$ cat src/rtl/pipelined_cla_adder_if.sv
// rtl/pipelined_cla_adder_if.sv - operand/result handshake bundle for pipelined_cla_adder
interface pipelined_cla_adder_if #(
  parameter int WIDTH = 16
);
  logic             in_valid;
  logic             in_ready;
  logic [WIDTH-1:0] a;
  logic [WIDTH-1:0] b;
  logic             cin;
  logic             sub;
  logic             out_valid;
  logic             out_ready;
  logic [WIDTH-1:0] sum;
  logic             cout;
  logic             ovf;

  modport master (
    output in_valid, a, b, cin, sub, out_ready,
    input  in_ready, out_valid, sum, cout, ovf
  );

  modport slave (
    input  in_valid, a, b, cin, sub, out_ready,
    output in_ready, out_valid, sum, cout, ovf
  );
endinterface

$ cat src/rtl/pipelined_cla_adder.sv
// rtl/pipelined_cla_adder.sv - pipelined carry-lookahead adder/subtractor
// One GROUP-bit lookahead group per stage; operands and partial sums skew along the pipe.
module pipelined_cla_adder #(
  parameter int WIDTH = 16,
  parameter int GROUP = 4
) (
  input  logic                 clk,
  input  logic                 rst,
  pipelined_cla_adder_if.slave bus
);
  localparam int STAGES = WIDTH / GROUP;

  logic [STAGES-1:0]            vld_d, vld_q;
  logic [STAGES-1:0]            carry_d, carry_q;
  logic [STAGES-1:0]            msb_c_d, msb_c_q;
  logic [STAGES-1:0][WIDTH-1:0] a_d, a_q;
  logic [STAGES-1:0][WIDTH-1:0] b_d, b_q;
  logic [STAGES-1:0][WIDTH-1:0] sum_d, sum_q;
  logic                         en;
  logic                         unused_ok;

  // Flattened sum-of-products lookahead: every carry is built directly from p/g and c0.
  function automatic logic [GROUP:0] lookahead(input logic [GROUP-1:0] p,
                                               input logic [GROUP-1:0] g,
                                               input logic             c0);
    logic [GROUP:0] c;
    logic           term;
    c    = '0;
    c[0] = c0;
    for (int i = 0; i < GROUP; i++) begin
      term = c0;
      for (int j = 0; j <= i; j++) term = term & p[j];
      c[i+1] = term;
      for (int j = 0; j <= i; j++) begin
        term = g[j];
        for (int m = j + 1; m <= i; m++) term = term & p[m];
        c[i+1] = c[i+1] | term;
      end
    end
    return c;
  endfunction

  // A single enable freezes the whole pipe, so bubbles are held rather than collapsed.
  assign en = bus.out_ready | ~vld_q[STAGES-1];

  for (genvar k = 0; k < STAGES; k++) begin : g_stage
    logic [WIDTH-1:0] a_s, b_s, sum_s, sum_n;
    logic             c_s, v_s;
    logic [GROUP:0]   cy;

    if (k == 0) begin : g_first
      assign a_s   = bus.a;
      assign b_s   = bus.sub ? ~bus.b : bus.b;
      assign c_s   = bus.sub | bus.cin;
      assign sum_s = '0;
      assign v_s   = bus.in_valid;
    end else begin : g_next
      assign a_s   = a_q[k-1];
      assign b_s   = b_q[k-1];
      assign c_s   = carry_q[k-1];
      assign sum_s = sum_q[k-1];
      assign v_s   = vld_q[k-1];
    end

    always_comb begin
      cy    = lookahead(a_s[k*GROUP +: GROUP] ^ b_s[k*GROUP +: GROUP],
                        a_s[k*GROUP +: GROUP] & b_s[k*GROUP +: GROUP], c_s);
      sum_n = sum_s;
      sum_n[k*GROUP +: GROUP] = a_s[k*GROUP +: GROUP] ^ b_s[k*GROUP +: GROUP] ^ cy[GROUP-1:0];
    end

    assign a_d[k]     = a_s;
    assign b_d[k]     = b_s;
    assign sum_d[k]   = sum_n;
    assign carry_d[k] = cy[GROUP];
    assign msb_c_d[k] = cy[GROUP-1];
    assign vld_d[k]   = v_s;
  end

  always_ff @(posedge clk or posedge rst) begin
    if (rst) begin
      vld_q   <= '0;
      carry_q <= '0;
      msb_c_q <= '0;
      a_q     <= '0;
      b_q     <= '0;
      sum_q   <= '0;
    end else if (en) begin
      vld_q   <= vld_d;
      carry_q <= carry_d;
      msb_c_q <= msb_c_d;
      a_q     <= a_d;
      b_q     <= b_d;
      sum_q   <= sum_d;
    end
  end

  assign bus.in_ready  = en;
  assign bus.out_valid = vld_q[STAGES-1];
  assign bus.sum       = sum_q[STAGES-1];
  assign bus.cout      = carry_q[STAGES-1];
  assign bus.ovf       = msb_c_q[STAGES-1] ^ carry_q[STAGES-1];

  // Consumed operand bits and early-stage MSB carries are dead by construction.
  assign unused_ok = ^{a_q, b_q, msb_c_q};
endmodule

$ cat src/flat_wrapper.sv
// flat-port wrapper written by rule: the top's interface ports become plain ports
module pipelined_cla_adder_flat 
#(
  parameter int WIDTH = 16,
  parameter int GROUP = 4
)
  (clk, rst, bus_in_valid, bus_a, bus_b, bus_cin, bus_sub, bus_out_ready, bus_in_ready, bus_out_valid, bus_sum, bus_cout, bus_ovf);
  pipelined_cla_adder_if #(.WIDTH(WIDTH)) bus_i ();
  input  logic clk;
  input  logic rst;
  input wire logic [$bits(bus_i.in_valid)-1:0] bus_in_valid;
  input wire logic [$bits(bus_i.a)-1:0] bus_a;
  input wire logic [$bits(bus_i.b)-1:0] bus_b;
  input wire logic [$bits(bus_i.cin)-1:0] bus_cin;
  input wire logic [$bits(bus_i.sub)-1:0] bus_sub;
  input wire logic [$bits(bus_i.out_ready)-1:0] bus_out_ready;
  output wire logic [$bits(bus_i.in_ready)-1:0] bus_in_ready;
  output wire logic [$bits(bus_i.out_valid)-1:0] bus_out_valid;
  output wire logic [$bits(bus_i.sum)-1:0] bus_sum;
  output wire logic [$bits(bus_i.cout)-1:0] bus_cout;
  output wire logic [$bits(bus_i.ovf)-1:0] bus_ovf;
  assign bus_i.in_valid = bus_in_valid;
  assign bus_i.a = bus_a;
  assign bus_i.b = bus_b;
  assign bus_i.cin = bus_cin;
  assign bus_i.sub = bus_sub;
  assign bus_i.out_ready = bus_out_ready;
  assign bus_in_ready = bus_i.in_ready;
  assign bus_out_valid = bus_i.out_valid;
  assign bus_sum = bus_i.sum;
  assign bus_cout = bus_i.cout;
  assign bus_ovf = bus_i.ovf;
  pipelined_cla_adder #(.WIDTH(WIDTH), .GROUP(GROUP)) u_core (.clk(clk), .rst(rst), .bus(bus_i));
endmodule
$ cat config.mk
export PLATFORM = sky130hd
export DESIGN_NAME = pipelined_cla_adder_flat
export DESIGN_NICKNAME = d
export VERILOG_FILES = /design/src/rtl/pipelined_cla_adder_if.sv /design/src/rtl/pipelined_cla_adder.sv /design/src/flat_wrapper.sv
export SDC_FILE = /design/constraint.sdc
export NUM_CORES = 1
export LEC_CHECK = 0
export ABC_AREA = 1
export BUFFER_PORTS_ARGS = -buffer_cell sky130_fd_sc_hd__buf_2
export CAP_MARGIN = 20
export CORE_UTILIZATION = 60
export CTS_BUF_LIST = sky130_fd_sc_hd__clkbuf_4
export DETAILED_ROUTE_END_ITERATION = 8
export MAX_ROUTING_LAYER = met4
export PLACE_DENSITY_LB_ADDON = 0.25
export REMOVE_ABC_BUFFERS = 1
export SKIP_CTS_REPAIR_TIMING = 1
export SYNTH_ARGS = -nofsm -noshare
export SYNTH_HDL_FRONTEND = slang
export SYNTH_SLANG_ARGS = --single-unit
$ cat constraint.sdc
create_clock -name clk -period 5.75 [get_ports clk]
set_input_delay 0.8625 -clock clk [delete_from_list [all_inputs] [get_ports clk]]
set_output_delay 0.8625 -clock clk [all_outputs]
set_load 0.01 [all_outputs]
# ---- Yosys cells after proc, flatten, opt, wreduce, memory -nomap -nowiden
# Cells that the tools add are included.
dict set report totals {
  register_bits 148
  latch_bits 0
  mem_bits_rw 0
  mem_bits_ro 0
  input_bits 38
  out_inout_bits 20
  wordCells 111
  memories 0
}
dict set report op_classes {
  add_sub_neg 0
  mul 0
  div_mod_pow 0
  n_lt_le_gt_ge 0
  eq_ne 0
  n_shift 0
  n_mux 1
  bitwise 97
  reduce_logical 0
}
# cell n
set ops {}
lappend ops {{$or 1x1->1} 42}
lappend ops {{$and 1x1->1} 40}
lappend ops {{$xor 4x4->4} 8}
lappend ops {{$and 4x4->4} 4}
lappend ops {{$mux 16} 1}
lappend ops {{$not 16->16} 1}
lappend ops {{$not 1->1} 1}
lappend ops {{$xor 1x1->1} 1}

# ---- Logic depth before layout (Yosys ltp)
# Gate-level depths: netlist of the first run.
dict set report depth {
  ltp_word 11
  ltp_mapped 13
  ltp_nobuf 11
}

# ---- Worst setup path before layout of the first run
# No wires, ideal clock.
dict set report synth_path {
  kind {input -> register}
  from {input port bus_sub}
  to {register u_core.sum_q (netlist bit u_core.g_stage[1].sum_s[3])}
  t_arrival_ns 2.254
  slack_ns 3.379
  path_stages 12
  path_cell_list {buf_6 -> buf_8 -> xnor2_1 -> inv_1 -> ha_1 -> ha_1 -> nand2_1 -> nand3b_1 -> nand2_1 -> nand3b_1 -> nand3_1 -> nand2_1}
}
dict set report synth_via {
  elab_chain_cells 9
  word_cells_on_any_way 14
  cone_classes {mux (1); bitwise (13)}
}
# element line_no
set synth_lines {}
lappend synth_lines {{start: declaration} flat_wrapper.sv:15} ;# input wire logic [$bits(bus_i.sub)-1:0] bus_sub;
lappend synth_lines {{$mux 16} pipelined_cla_adder.sv:53} ;# assign b_s = bus.sub ? ~bus.b : bus.b;
lappend synth_lines {{$xor 4x4->4} {pipelined_cla_adder.sv:66, pipelined_cla_adder.sv:69}}
lappend synth_lines {{$and 1x1->1 (3 in series)} pipelined_cla_adder.sv:32} ;# for (int j = 0; j <= i; j++) term = term & p[j];
lappend synth_lines {{$or 1x1->1 (3 in series)} pipelined_cla_adder.sv:37} ;# c[i+1] = c[i+1] | term;
lappend synth_lines {{$xor 4x4->4 *} pipelined_cla_adder.sv:69} ;# sum_n[k*GROUP +: GROUP] = a_s[k*GROUP +: GROUP] ^ b_s[k*GROUP +: GROUP] ^ cy[GROUP-1:0];
lappend synth_lines {{end signal: assignment} pipelined_cla_adder.sv:94} ;# sum_q <= sum_d;
lappend synth_lines {{end: declaration} pipelined_cla_adder.sv:18} ;# logic [STAGES-1:0][WIDTH-1:0] sum_d, sum_q;
# Mark *: on every way between the ends. The rest lies on a longest branch, timed or not.
# A chain may end at the register's enable or synchronous reset.

# ---- Worst setup path after layout of the first run
dict set report layout_path {
  from {input port bus_out_ready}
  to {output port bus_in_ready}
}
dict set report layout_via {
  elab_chain_cells 1
}
# element line_no
set layout_lines {}
lappend layout_lines {{start: declaration} flat_wrapper.sv:16} ;# input wire logic [$bits(bus_i.out_ready)-1:0] bus_out_ready;
lappend layout_lines {{$or 1x1->1} pipelined_cla_adder.sv:44} ;# assign en = bus.out_ready | ~vld_q[STAGES-1];
lappend layout_lines {{end: declaration} flat_wrapper.sv:17} ;# output wire logic [$bits(bus_i.in_ready)-1:0] bus_in_ready;
# Every way passes these cells.

==> reports/metrics.cfg, run 1 <==
[critical_path]
critPathMaxStageDelay_ns=0.30
crit_arrival_ns=1.57
r2r-end=u_core.carry_q[3]$_DFFE_PP0P_
r2r_setup_slack_ns=3.82
r2r-start=u_core.vld_q[3]$_DFFE_PP0P_
cp_cell_sequence=buf_2, nor2_4, buf_4, inv_2, buf_2
startpoint_type=input pin
cpMaxStageDelayCell=buf_4
path_common_cell=buf_2
path_class=input pin to output port
required_ns=4.89
cp_max_fo=34
crit_path_end_kind=output port
critPathLaunch=bus_out_ready
reg2reg_depth=8
endpoint=bus_in_ready

[clocking]
htreeDepth=3
cts-root-buf=clkbuf_4
clock-sinks=97
cts_buffers=9
clk_path_buf_depth=2
cts_tree=built
clkLatencyLatePin_ns=0.42
clkSlewWorstSetupHoldPaths_ns=0.14

[global_route]
grt_usage=0.217
overflow=0
antenna_found_initial=0
grt_max_degree=83
grt_first_pass_wirelength_um=12600
first_global_vias=2889

[pwr]
leakage_nw=2.53
p_total_mw=2.32
ir_drop_v=0.000198
p_per_area_nw_per_um2=487

[status]
status=completed

[floorplan]
ios=58
core-area_um2=7210
placementRows=31
start_util=0.616
dieArea_um2=7750
die-height_um=88.0
die_x_um=88.0

[final_layout]
fillCellCount=598
mostFrequentLayoutCells=nand2_1 (227), dfrtp_1 (97), buf_2 (57), o21ai_0 (27), ha_1 (20)
ff_latch_area_um2=2430
nNetsFinal=587
antenna_cells=0
multi_input_area_um2=1730
syn2layout_area_growth_pct=7.49
drive_above_1_share=0.158
final_common_cell=nand2_1

[detailed_routing]
num_vias=3062
wl_per_cell_um=11.7
detail-route-antenna-nets=0
drt_iter0_drc=190
avgViaCountPerCell=4.87
finalWirelength_um=7340
firstDrtPassIters=4
drc=0

[placement]
place_congestion=0.715
io_buffers=57
dp_slack_ns=3.05
dp_hpwl_um=4630

[synth]
synth_top_area_cell=dfrtp_1
yosys-top-cells-area=dfrtp_1 (55%), nand2_1 (19%), ha_1 (5.6%)
syn_area_per_cell_um2=9.33
synth_top_area_frac=0.546
synth_seq_area_share=0.546
synth-seq-cells=97
yosys_warnings=0
netlist_area_um2=4440
synthCells=476
synth_cell_types=22

[sta]
fin_tns_setup_ns=0
fin_crit_ns=2.44
report.final.slew_viol_count=0
skew_ns=0.0115
rsz0062_at_grt=false
final.setup.worst_slack_ns=3.31
slew-limit-headroom=0.435
setup-violations-final=0
min_period_over_period=0.424
fmax_mhz=410
hold_viol_final=0
worstMarginPinSlew_ns=0.847

[run]
maxCapViolCount=0

[min_path]
hp-class=input pin to asynchronous set/reset pin

[cell type report]
class	count	share of cell area
Timing Repair Buffer	61	0.0660
Clock buffer	9	0.0142
Clock inverter	7	0.00760
Tap cell	99	0.0259
Multi-Input combinational cell	336	0.362
Inverter	20	0.0162
Sequential cell	97	0.508
[cells by family (layout without fill, tap and decap cells)]
| logic type | after synthesis | after routing | share of synthesized area |
|---|---|---|---|
| AND/OR/NAND/NOR | 252 | 252 | 0.223 |
| flip-flops | 97 | 97 | 0.546 |
| buffers and inverters | 43 | 97 | 0.0648 |
| AO/OA/AOI/OAI | 39 | 39 | 0.0504 |
| adder cells (fa/ha/maj) | 24 | 24 | 0.0744 |
| XOR/XNOR | 21 | 21 | 0.0414 |
[power by group]
part	internal [mW]	switching, mW	leakage, nW
clock	0.0845	0.218	0.0563
sequential	0.982	0.173	1.17
combinational	0.354	0.512	1.31
total	1.42	0.902	2.53
[how the worst min path moves through the flow]
stage / end / startpoint / cells past startpoint
floorplan: u_core.vld_q[3]$_DFFE_PP0P_ / u_core.vld_q[2]$_DFFE_PP0P_ / 2
global placement: u_core.vld_q[3]$_DFFE_PP0P_ / u_core.vld_q[2]$_DFFE_PP0P_ / 2
detailed placement: u_core.bus.sum[1]$_DFFE_PP0P_ / u_core.g_stage[3].sum_s[1]$_DFFE_PP0P_ / 2
CTS: u_core.vld_q[0]$_DFFE_PP0P_ / rst / 2
global route: u_core.vld_q[1]$_DFFE_PP0P_ / rst / 2
finish: u_core.vld_q[0]$_DFFE_PP0P_ / rst / 2
[flip-flops by register name, summed over array words and instances (netlist names)]
register	flops
u_core.msb_c_q	1
u_core.g_stage.b_s	24
u_core.carry_q	4
u_core.g_stage.sum_s	24
u_core.vld_q	4
u_core.g_stage.a_s	24
u_core.bus.sum	16
[cell usage after synthesis, drive strengths merged]
library cell  instances
nand3                 6
ha                   20
o21ai                34
buf                  22
fa                    4
inv                  20
clkbuf                1
o21a                  1
nor2                 13
dfrtp                97
nand2               227
a21oi                 4
xor2                  5
xnor2                16
nand3b                6
[metal layers]
| metal | GRT usage | share of wire | vias to the layer above |
|---|---|---|---|
| li1 | - | - | 1565 |
| met1 | 0.273 | 0.47 | 1432 |
| met2 | 0.351 | 0.49 | 52 |
| met3 | 0.0330 | 0.025 | 13 |
| met4 | 0.0953 | 0.016 | 0 |
| met5 | - | 0 | - |
[critical path: cells and delay by family]
kind                   cells  cell delay (ns)
AND/OR/NAND/NOR            1             0.08
buffers and inverters      4             0.61
[through the flow]
stage	util	hold WS (ns)	std cells	instance area, µm²
floorplan	-	0.435	453	4230
global placement	0.647	0.446	613	4670
detailed placement	0.647	0.452	613	4670
CTS	0.662	0.444	629	4770
global route	0.662	0.460	629	4770
finish	0.662	0.442	629	4770
No activity file was read; power rests on OpenSTA's default activity.
==> run 2, diff against run 1 <==
- clock period: 5.75 -> 2.53 ns (I/O delays scaled with it)
==> run 2 against run 1 <==
  * Core utilization is 0.78 points higher
  * Sequential share of layout area is 0.59 points lower
  * Die area stayed put
  * Total power is 130% higher
  * Combinational power is 130% higher
  * Sequential power is 130% higher
  * Hold slack worse by 0.39 ns
  * Cell count is 0.16% higher
  * Cell area is 1.2% higher
  * Clock power is 130% higher
  * Wire length is 2.8% lower
  * Non-clock buffer count is 1 higher
==> reports/metrics.cfg, run 2 (synthesized netlist as in run 1, its figures left out) <==
[clocking]
clock-sinks=97  ; unchanged
clkSlewWorstSetupHoldPaths_ns=0.15  ; about the same
htreeDepth=3  ; unchanged
cts-root-buf=clkbuf_4
cts_tree=built
clkLatencyLatePin_ns=0.43  ; about the same
cts_buffers=9  ; unchanged
clk_path_buf_depth=2  ; unchanged

[final_layout]
drive_above_1_share=0.168  ; +0.00912
mostFrequentLayoutCells=nand2_1 (227), dfrtp_1 (97), buf_2 (57), o21ai_0 (27), ha_1 (20)
antenna_cells=0  ; unchanged
nNetsFinal=588  ; +0.17%
fin_util=0.670  ; +0.00780
syn2layout_area_growth_pct=8.76
final_cell_count_no_fill=630  ; +0.16%
final_common_cell=nand2_1

[pwr]
p_sw_mw=2.04  ; +130%
leakage_nw=2.56  ; +0.92%
internal_power_mw=3.26  ; +130%
pwr-share-seq=0.492  ; -0.005
ir_drop_v=0.000464  ; +130%
p_per_area_nw_per_um2=1100  ; +130%
clockPowerShare=0.131  ; about the same
combPwrFrac=0.378  ; +0.005
p_sw_frac=0.385  ; -0.00367

[detailed_routing]
wl_per_cell_um=11.3  ; -3.0%
avgViaCountPerCell=4.94  ; +1.5%
drc=0  ; unchanged
finalWirelength_um=7130  ; -2.8%
detail-route-antenna-nets=0  ; unchanged
drt_iter0_drc=178  ; -6.3%
firstDrtPassIters=4  ; unchanged
num_vias=3113  ; +1.7%

[critical_path]
crit_path_end_kind=output port
crit_arrival_ns=1.45  ; -0.12 ns
cp_max_fo=16  ; -53%
required_ns=2.15  ; -2.74 ns
startpoint_type=register
path_class=register to output port

[sta]
report.final.slew_viol_count=0  ; unchanged
worstMarginPinSlew_ns=0.760  ; -0.0874 ns
skew_ns=0.0182  ; +0.00673 ns
hold_viol_final=0  ; unchanged
min_period_over_period=0.723
setup-violations-final=0  ; unchanged
fmax_mhz=546
slew-limit-headroom=0.493  ; +0.0583
fin_crit_ns=1.83
rsz0062_at_grt=false

[status]
status=completed

[run]
maxCapViolCount=0  ; unchanged

[floorplan]
core-area_um2=7210  ; unchanged
dieArea_um2=7750  ; unchanged
ios=58  ; unchanged
placementRows=31  ; unchanged
die_x_um=88.0  ; unchanged
start_util=0.616  ; unchanged
die-height_um=88.0  ; unchanged

[placement]
dp_hpwl_um=4750  ; +2.6%
placedCellCount=614  ; +0.16%
place_congestion=0.721  ; +0.77%
io_buffers=57  ; unchanged

[global_route]
overflow=0  ; unchanged
first_global_vias=2920  ; +1.1%
grt_first_pass_wirelength_um=12500  ; -0.21%
grt_max_degree=111  ; +34%
grt_usage=0.216  ; -0.000813
antenna_found_initial=0  ; unchanged

[min_path]
hp-class=input pin to asynchronous set/reset pin

[run 2: worst paths after layout]
path | start | to | slack, ns | cells after the start
worst max register to register | u_core.g_stage[3].b_s[12]$_DFFE_PP0P_ | u_core.carry_q[3]$_DFFE_PP0P_ | 0.97 | 8
worst min-delay path | rst | u_core.vld_q[2]$_DFFE_PP0P_ | 0.05 | 2
min in group clk | bus_in_valid | u_core.vld_q[0]$_DFFE_PP0P_ | 0.13 | 3
max in group asynchronous | rst | u_core.g_stage[1].a_s[9]$_DFFE_PP0P_ | 1.80 | 3
worst max-delay path | u_core.vld_q[3]$_DFFE_PP0P_ | bus_in_ready | 0.70 | 4
worst min register to register | u_core.g_stage[3].sum_s[10]$_DFFE_PP0P_ | u_core.bus.sum[10]$_DFFE_PP0P_ | 0.48 | 2
[run 2: final cells by class]
cell class | instances | area (µm²)
fillers | 624 | 2380
multi-input cells | 336 | 1730
well taps | 99 | 124
clock buffers | 9 | 67.6
repair buffers | 62 | 360
inverters | 20 | 77.6
flip-flops and latches | 97 | 2430
clock inverters | 7 | 47.5
[run 2: routing by layer]
layer  vias to the layer above  global-route usage  part of all wire
met2                        53               0.363              0.49
met4                         0              0.0528             0.012
met3                         9              0.0575             0.031
li1                       1575                   -                 -
met5                         -                   -                 0
met1                      1476               0.262              0.47
[run 2: metrics by stage]
step | setup TNS [ns] | hold WS [ns] | instance area [µm²] | power (mW) | worst slack [ns]
after CTS | 0 | 0.0793 | 4830 | 5.39 | 0.660
after global routing | 0 | 0.0855 | 4830 | 5.86 | 0.570
final | 0 | 0.0549 | 4830 | 5.30 | 0.700
after detailed placement | 0 | 0.451 | 4720 | 4.68 | 0.541
after floorplan | -55.57 | 0.435 | 4230 | 4.06 | -0.405
after global placement | 0 | 0.450 | 4720 | 4.58 | 0.659
[run 2: power groups by stage]
stage	Sequential (mW)	Combinational, mW	Clock [mW]
2_1_floorplan	2.64	1.42	0
3_3_place_gp	2.62	1.96	0
3_5_place_dp	2.65	2.04	0
4_1_cts	2.61	2.05	0.724
5_1_grt	2.70	2.37	0.790
6_report	2.61	2.00	0.692
[run 2: critical path: stages, from the launching register on]
cell and delay [ns]:
dfrtp_1 0.41, inv_1 0.10, nor2_4 0.05, inv_2 0.26, buf_2 0.20
==> run 3, diff against run 2 <==
- clock period: 2.53 -> 1.9 ns (I/O delays scaled with it)
==> run 3 against run 2 <==
  * Wire length is 4.5% higher
  * Core utilization up 0.99 points
  * Flip-flop and latch count unchanged
  * Largest power group unchanged
  * Die area unchanged
  * Clock skew down 0.0054 ns
  * Critical path depth unchanged
  * Count of clock-buffer cells in the layout unchanged
  * Combinational power up 36%
  * Highest routed layer unchanged
  * Sequential share of layout area shrank 0.73 points
  * Setup slack lost 0.48 ns
==> reports/metrics.cfg, run 3 (synthesized netlist as in run 1, its figures left out) <==
[placement]
place_area_um2=4740  ; +0.48%
io_buffers=57  ; unchanged
place_congestion=0.838  ; +16%
placedCellCount=617  ; +0.49%
dp_hpwl_um=4900  ; +3.1%

[critical_path]
critPathLaunch=u_core.vld_q[3]$_DFFE_PP0P_
path_class=register to output port
r2r-end=u_core.g_stage[3].sum_s[11]$_DFFE_PP0P_
critPathTopFamily=buffers and inverters
r2r_setup_slack_ns=0.35  ; -0.62 ns
required_ns=1.62  ; -0.53 ns
crit_path_end_kind=output port
r2r-start=u_core.g_stage[2].a_s[8]$_DFFE_PP0P_
cpMaxStageDelayCell=dfrtp_1
crit_cells=4  ; unchanged
startpoint_type=register
cp_max_fo=25  ; +9
critPathMaxStageDelay_ns=0.40  ; about the same
cp_cell_sequence=inv_1, nor2_4, inv_4, buf_2
crit_buf_inv=3  ; unchanged
endpoint=bus_in_ready
crit_arrival_ns=1.39  ; -0.06 ns
reg2reg_depth=9  ; +1

[sta]
fmax_mhz=596
fin_crit_ns=1.68
fin_tns_setup_ns=0  ; unchanged
report.final.slew_viol_count=0  ; unchanged
setup-violations-final=0  ; unchanged
min_period_over_period=0.883
worstMarginPinSlew_ns=0.497  ; -0.263 ns
skew_ns=0.0128  ; -0.00536 ns
hold_viol_final=0  ; unchanged
rsz0062_at_grt=false
slew-limit-headroom=0.668  ; +0.175

[final_layout]
fillCellCount=616  ; -1.3%
mostFrequentLayoutCells=nand2_1 (227), dfrtp_1 (97), buf_2 (57), o21ai_0 (27), ha_1 (20)
nNetsFinal=592  ; +0.68%
antenna_cells=0  ; unchanged
final_common_cell=nand2_1
final_area_um2=4900  ; +1.5%
final_cell_count_no_fill=633  ; +0.48%
drive_above_1_share=0.169  ; +0.000931
syn2layout_area_growth_pct=10.4

[run]
maxCapViolCount=0  ; unchanged

[clocking]
htreeDepth=3  ; unchanged
cts-root-buf=clkbuf_4
cts_buffers=9  ; unchanged
clk_path_buf_depth=2  ; unchanged
cts_tree=built
clkLatencyLatePin_ns=0.43  ; about the same
clkSlewWorstSetupHoldPaths_ns=0.14  ; about the same
clock-sinks=97  ; unchanged

[detailed_routing]
avgViaCountPerCell=4.86  ; -1.6%
drt_iter0_drc=162  ; -9.0%
detail-route-antenna-nets=0  ; unchanged
drc=0  ; unchanged
finalWirelength_um=7450  ; +4.5%
route.met2.wl_um=3610  ; +3.0%
firstDrtPassIters=4  ; unchanged
wl_per_cell_um=11.8  ; +4.0%
num_vias=3078  ; -1.1%
drt-met1-wl_um=3470  ; +4.6%
wl_met3_um=249  ; +12%
top_layer_used=met4

[floorplan]
dieArea_um2=7750  ; unchanged
die-height_um=88.0  ; unchanged
ios=58  ; unchanged
die_x_um=88.0  ; unchanged
core-area_um2=7210  ; unchanged
start_util=0.616  ; unchanged
placementRows=31  ; unchanged

[pwr]
p_total_mw=7.38  ; +39%
ir_drop_v=0.000576  ; +24%
leakage_nw=2.59  ; +1.3%
p_per_area_nw_per_um2=1510  ; +37%

[global_route]
grt_max_degree=111  ; unchanged
overflow=0  ; unchanged
first_global_vias=2933  ; +0.45%
grt_usage=0.224  ; +0.00778
antenna_found_initial=0  ; unchanged
grt_first_pass_wirelength_um=12800  ; +1.8%

[status]
status=completed

[min_path]
hp-class=input pin to register

-- run 3: power by group --
| group | internal [mW] | leakage [nW] | switching [mW] |
|---|---|---|---|
| Combinational | 1.13 | 1.34 | 1.60 |
| Sequential | 2.97 | 1.17 | 0.511 |
| Clock | 0.520 | 0.0754 | 0.647 |
| Total | 4.62 | 2.59 | 2.76 |
-- run 3: worst min path at each step --
stage,startpoint,endpoint,slack [ns],cells after the start
3_5_place_dp,rst,u_core.vld_q[1]$_DFFE_PP0P_,0.45,3
2_1_floorplan,bus_a[10],u_core.g_stage[1].a_s[10]$_DFFE_PP0P_,0.39,2
5_1_grt,bus_a[10],u_core.g_stage[1].a_s[10]$_DFFE_PP0P_,0.03,3
6_report,bus_a[8],u_core.g_stage[1].a_s[8]$_DFFE_PP0P_,0.04,3
3_3_place_gp,rst,u_core.vld_q[1]$_DFFE_PP0P_,0.44,3
4_1_cts,rst,u_core.vld_q[0]$_DFFE_PP0P_,-0.04,3
-- run 3: worst min-delay path, cell delays in order --
cell,delay [ns]
buf_2,0.07
nand2_1,0.04
nand2_1,0.04
-- run 3: layout make-up --
cell class / count / area, µm² / share of cell area
sequential: 97 / 2430 / 0.495
multi-input combinational: 336 / 1730 / 0.352
timing repair buffer: 66 / 393 / 0.0801
tap: 99 / 124 / 0.0253
clock inverter: 6 / 83.8 / 0.0171
inverter: 20 / 80.1 / 0.0163
clock buffer: 9 / 67.6 / 0.0138
-- run 3: metal layers --
metal	vias to the layer above	GRT usage
met4	0	0.0938
met3	12	0.0396
met1	1436	0.273
met5	-	-
li1	1575	-
met2	55	0.370
-- run 3: through the flow --
stage | util | setup WS [ns] | hold WS [ns]
4_1_cts | 0.678 | 0.0113 | -0.0423
5_1_grt | 0.680 | 0.102 | 0.0288
3_3_place_gp | 0.657 | 0.193 | 0.444
2_1_floorplan | - | -1.03 | 0.395
6_report | 0.680 | 0.223 | 0.0382
3_5_place_dp | 0.657 | 0.124 | 0.447
